===== config.mk =====
export PLATFORM = sky130hd
export DESIGN_NAME = seq_mult_param
export DESIGN_NICKNAME = d
export VERILOG_FILES = /design/src/rtl/seq_mult_param.sv
export SDC_FILE = /design/constraint.sdc
export NUM_CORES = 1
export LEC_CHECK = 0
export ABC_AREA = 1
export CORE_ASPECT_RATIO = 0.5
export CORE_MARGIN = 2
export CORE_UTILIZATION = 35
export CTS_CLUSTER_DIAMETER = 100
export DETAILED_ROUTE_END_ITERATION = 12
export MAX_ROUTING_LAYER = met4
export PLACE_DENSITY = 0.64
export SYNTH_ARGS = -nofsm -noshare
export SYNTH_HDL_FRONTEND = slang
export SYNTH_SLANG_ARGS = --single-unit

===== constraint.sdc =====
create_clock -name clk -period 3.85 [get_ports clk]
set_input_delay 0.5775 -clock clk [delete_from_list [all_inputs] [get_ports clk]]
set_output_delay 0.5775 -clock clk [all_outputs]
set_load 0.02 [all_outputs]

===== src/rtl/seq_mult_param.sv =====
// seq_mult_param: iterative shift-add multiplier, one multiplier bit per clock.
// Signed or unsigned operands; product is held until the next completion.
module seq_mult_param #(
  parameter int WIDTH = 32,
  parameter int CNT_W = $clog2(WIDTH+1)
) (
  input  logic               clk,
  input  logic               rst_n,
  input  logic               start,
  input  logic               signed_mode,
  input  logic [WIDTH-1:0]   a,
  input  logic [WIDTH-1:0]   x,
  output logic               busy,
  output logic               done,
  output logic [2*WIDTH-1:0] product
);

  typedef enum logic {IDLE, RUN} state_e;

  state_e               state_q;
  logic [2*WIDTH:0]     acc_q;
  logic [2*WIDTH:0]     acc_d;
  logic [WIDTH:0]       a_q;
  logic                 sm_q;
  logic [CNT_W-1:0]     cnt_q;
  logic                 busy_q;
  logic                 done_q;
  logic [2*WIDTH-1:0]   prod_q;

  logic                 last;
  logic [WIDTH+1:0]     hi_ext;
  logic [WIDTH+1:0]     a_ext;
  logic [WIDTH+1:0]     sum;

  // One guard bit above the WIDTH+1 partial sum keeps the bit shifted
  // back in exact for both modes (sign in signed, carry in unsigned).
  always_comb begin
    last   = (cnt_q == CNT_W'(WIDTH));
    hi_ext = {sm_q & acc_q[2*WIDTH], acc_q[2*WIDTH:WIDTH]};
    a_ext  = {sm_q & a_q[WIDTH], a_q};
    sum    = hi_ext;
    if (acc_q[0]) begin
      if (last && sm_q) sum = hi_ext - a_ext;
      else              sum = hi_ext + a_ext;
    end
    acc_d  = {sum, acc_q[WIDTH-1:1]};
  end

  always_ff @(posedge clk) begin
    if (!rst_n) begin
      state_q <= IDLE;
      acc_q   <= '0;
      a_q     <= '0;
      sm_q    <= 1'b0;
      cnt_q   <= '0;
      busy_q  <= 1'b0;
      done_q  <= 1'b0;
      prod_q  <= '0;
    end else begin
      done_q <= 1'b0;
      unique case (state_q)
        IDLE: begin
          if (start) begin
            a_q     <= signed_mode ? {a[WIDTH-1], a}
                                   : {1'b0, a};
            sm_q    <= signed_mode;
            acc_q   <= {{(WIDTH+1){1'b0}}, x};
            cnt_q   <= CNT_W'(1);
            busy_q  <= 1'b1;
            state_q <= RUN;
          end
        end
        RUN: begin
          acc_q <= acc_d;
          if (last) begin
            prod_q  <= acc_d[2*WIDTH-1:0];
            done_q  <= 1'b1;
            busy_q  <= 1'b0;
            state_q <= IDLE;
          end else begin
            cnt_q <= cnt_q + CNT_W'(1);
          end
        end
        default: state_q <= IDLE;
      endcase
    end
  end

  assign busy    = busy_q;
  assign done    = done_q;
  assign product = prod_q;

endmodule


==> results by group <==
Clocking
  – Post-CTS Setup Bufs: 0
  – Total CTS buffers: 17
  – Root Buffer Master: clkbuf_16
  – Clock sink count: 172
  – H-tree levels: 4
  – Longest Clk Path Bufs: 2
  – CTS resizes: 0
  – Clock latency on the worst-skew pair: 0.46 ns
  – CTS tree: yes
  – Clk slew on worst S/H paths: 0.08 ns
  – Hold buffer count at cts: 0

Placement
  – Post-DP HPWL: 22200 µm
  – Final Wtd Congestion: 0.936
  – Port Buffers: 133
  – Pre-CTS setup slack: 0.237 ns
  – Placed cell areas: 11300 µm²

Global route
  – Vias in the first global route: 8832
  – All-Layer GR Usage: 21.8%
  – First-pass GRT wire length: 47500 µm
  – Largest net degree at the start of global routing: 67
  – Met3 usage: 4.12%
  – M2 GR Usage: 33.1%
  – GR Util met1: 29.5%
  – Total gr overflow: 0
  – Global route hottest layer: met2
  – Initial antenna violation count: 1

Job
  – Max Cap Violations: 0

Setup path
  – Critical path type: reg2reg
  – CP top delay family: simple AND/OR/NAND/NOR gates
  – Setup crit end kind: flip-flop
  – CP Cell Sequence: inv_1, ha_1, nand3_1, nor2_2, nand2_1, nor3_4, nand3_1, nand2_1, o21ai_1, o21bai_1, xnor2_2, ha_4, a21o_1, a21oi_1, nand2_1, a21oi_1, nand2_1, nand2_1, nand3_1, nand2_1, nand3_2, a21oi_2
  – Crit Path Max Fanout: 5
  – Slowest-stage cell, CP: dfxtp_1
  – Buf+Inv Stages, Crit Path: 1
  – CP peak stage delay: 0.33 ns
  – Crit path arrival time: 3.95 ns
  – Crit start category: flip-flop
  – CP dominant cell by count: nand2_1
  – Required @ worst endpoint: 4.25 ns

STA
  – Worst Slack Setup Final: 0.304 ns
  – Final period utilization: 92.1%
  – Slew Limit Fails: 0
  – Max Freq: 282 MHz
  – Layout Skew: 0.0117 ns
  – Hold slack: 0.448 ns
  – Slew margin rel.: 51.5%
  – Final worst path period need: 3.55 ns
  – Final setup TNS: 0 ns
  – Worst-margin pin slew: 0.728 ns
  – Setup Viol. Count Final: 0
  – Final Hold Fails: 0

Synthesis
  – Mapped Cells: 1410
  – Main flop type after synthesis: dfxtp_1
  – Leading area contributor after synthesis: dfxtp_1
  – Sequential cell area fraction in the yosys report: 35.9%
  – Post-Syn Area: 9590 µm²
  – Async set-reset flop share out of synthesis: 0%
  – Post-synth top cells: 397 x nand2_1, 172 x dfxtp_1, 135 x inv_1
  – Post-synth net total: 1515
  – Largest cells by area after synthesis: dfxtp_1 36%, nand2_1 16%, o21ai_0 5.4%, inv_1 5.3%, nor2_1 4.9%
  – Post-synth top area share: 35.9%
  – EDFF count, synth: 0
  – Most common cell in the netlist: nand2_1
  – Synth Register Bits: 172
  – Cell variety after synth: 50
  – YS warnings: 0
  – Avg Cell Area, Syn: 6.80 µm²

Final layout
  – Final #Nets: 1628
  – Fin area: 12000 µm²
  – Filler Cells Inserted: 2742
  – Share of cells above drive strength 1: 8.66%
  – P&R area growth vs syn: 24.6%

Power
  – Worst vdd ir: 203 µV
  – Pwr/cell area: 381 nW/µm²
  – P_leak: 5.11 nW

Drt
  – Drt pass-1 iters: 5
  – Antenna Violating Nets Remaining: 0
  – Avg Vias per Cell: 4.96
  – Number of DRC markers in iteration 0: 651
  – # DRC: 0
  – Via count: 9365
  – Final wirelength: 29800 µm
  – WL/cell: 15.8 µm

Floorplan
  – Starting Density: 35.9%
  – Core Region: 26700 µm²
  – Die X: 238 µm
  – Die area: 28800 µm²
  – Rows: 42
  – Num ports: 134
  – Die height: 121 µm

Hold path
  – Hold Path Class: reg2reg

Outcome
  – Status: finished, final reports clean
## worst min-delay path: cells and delay by family, from the launching register on
kind | cells | cell delay, ns
and+or+nand+nor | 2 | 0.10
DFF | 1 | 0.31
## per-stage QoR
| stage | instances | total power, mW | utilization (%) |
|---|---|---|---|
| floorplan | 1410 | 2.47 | - |
| global placement | 1856 | 2.73 | 42.2 |
| detailed placement | 1856 | 2.73 | 42.2 |
| CTS | 1888 | 4.58 | 44.6 |
| global route | 1889 | 4.76 | 44.8 |
| finish | 1890 | 4.56 | 44.8 |
## path summary, 6_finish.rpt
kind                    start           to  slack [ns]  cells past startpoint
hold reg to reg   product[28]  product[28]        0.45                      2
setup reg to reg       a_q[0]    acc_q[64]        0.30                     22
setup / recovery       a_q[0]    acc_q[64]        0.30                     22
hold / removal    product[28]  product[28]        0.45                      2
## cell families after synthesis
logic type / Yosys count / synth area share, %
simple gates: 687 / 30.8
fa+ha+maj: 37 / 4.90
compound gates: 272 / 16.4
flops: 172 / 35.9
xor+xnor: 45 / 4.11
buf+inv: 197 / 7.89
## power by group
group | switching [mW] | internal [mW]
clock | 0.805 | 1.05
sequential | 0.0651 | 1.84
combinational | 0.493 | 0.298
total | 1.36 | 3.19
## placed cells by master, fill, tap and decap left out, drive strengths merged, types with 3 or more instances in the layout
cell             n
clkinv           7
xor2            22
o221ai           9
nand2          412
nor4             4
nor2           137
ha              36
xnor2           23
buf             18
a21o             5
o21bai           3
bufinv           3
o21ai          124
nor3            12
a21oi           96
a22o            10
or2             21
clkbuf          18
o211ai          12
clkdlybuf4s50  132
dfxtp          172
nand3           87
nand4            7
inv            143
## sequential cells by signal (all words and copies together) (netlist names)
signal and count:
cnt_q 6, a_q 33, sm_q 1, acc_q 65, state_q 1, busy 1
done 1, product 64
## layer usage
| metal | part of all wire, % | vias to the layer above |
|---|---|---|
| li1 | - | 4812 |
| met5 | 0 | - |
| met3 | 5.6 | 30 |
| met2 | 43 | 234 |
| met4 | 1.5 | 0 |
| met1 | 50 | 4289 |
## final cells by class
class                           count  area, µm²  share of cell area, %
Multi-Input combinational cell   1041       5460                   45.7
Antenna cell                        2       5.00                 0.0419
Timing Repair Buffer              150       1450                   12.2
Clock inverter                     14        184                   1.54
Sequential cell                   172       3450                   28.8
Inverter                          141        529                   4.43
Clock buffer                       18        439                   3.67
Tap cell                          352        440                   3.68
(Power assumes the default switching activity.)
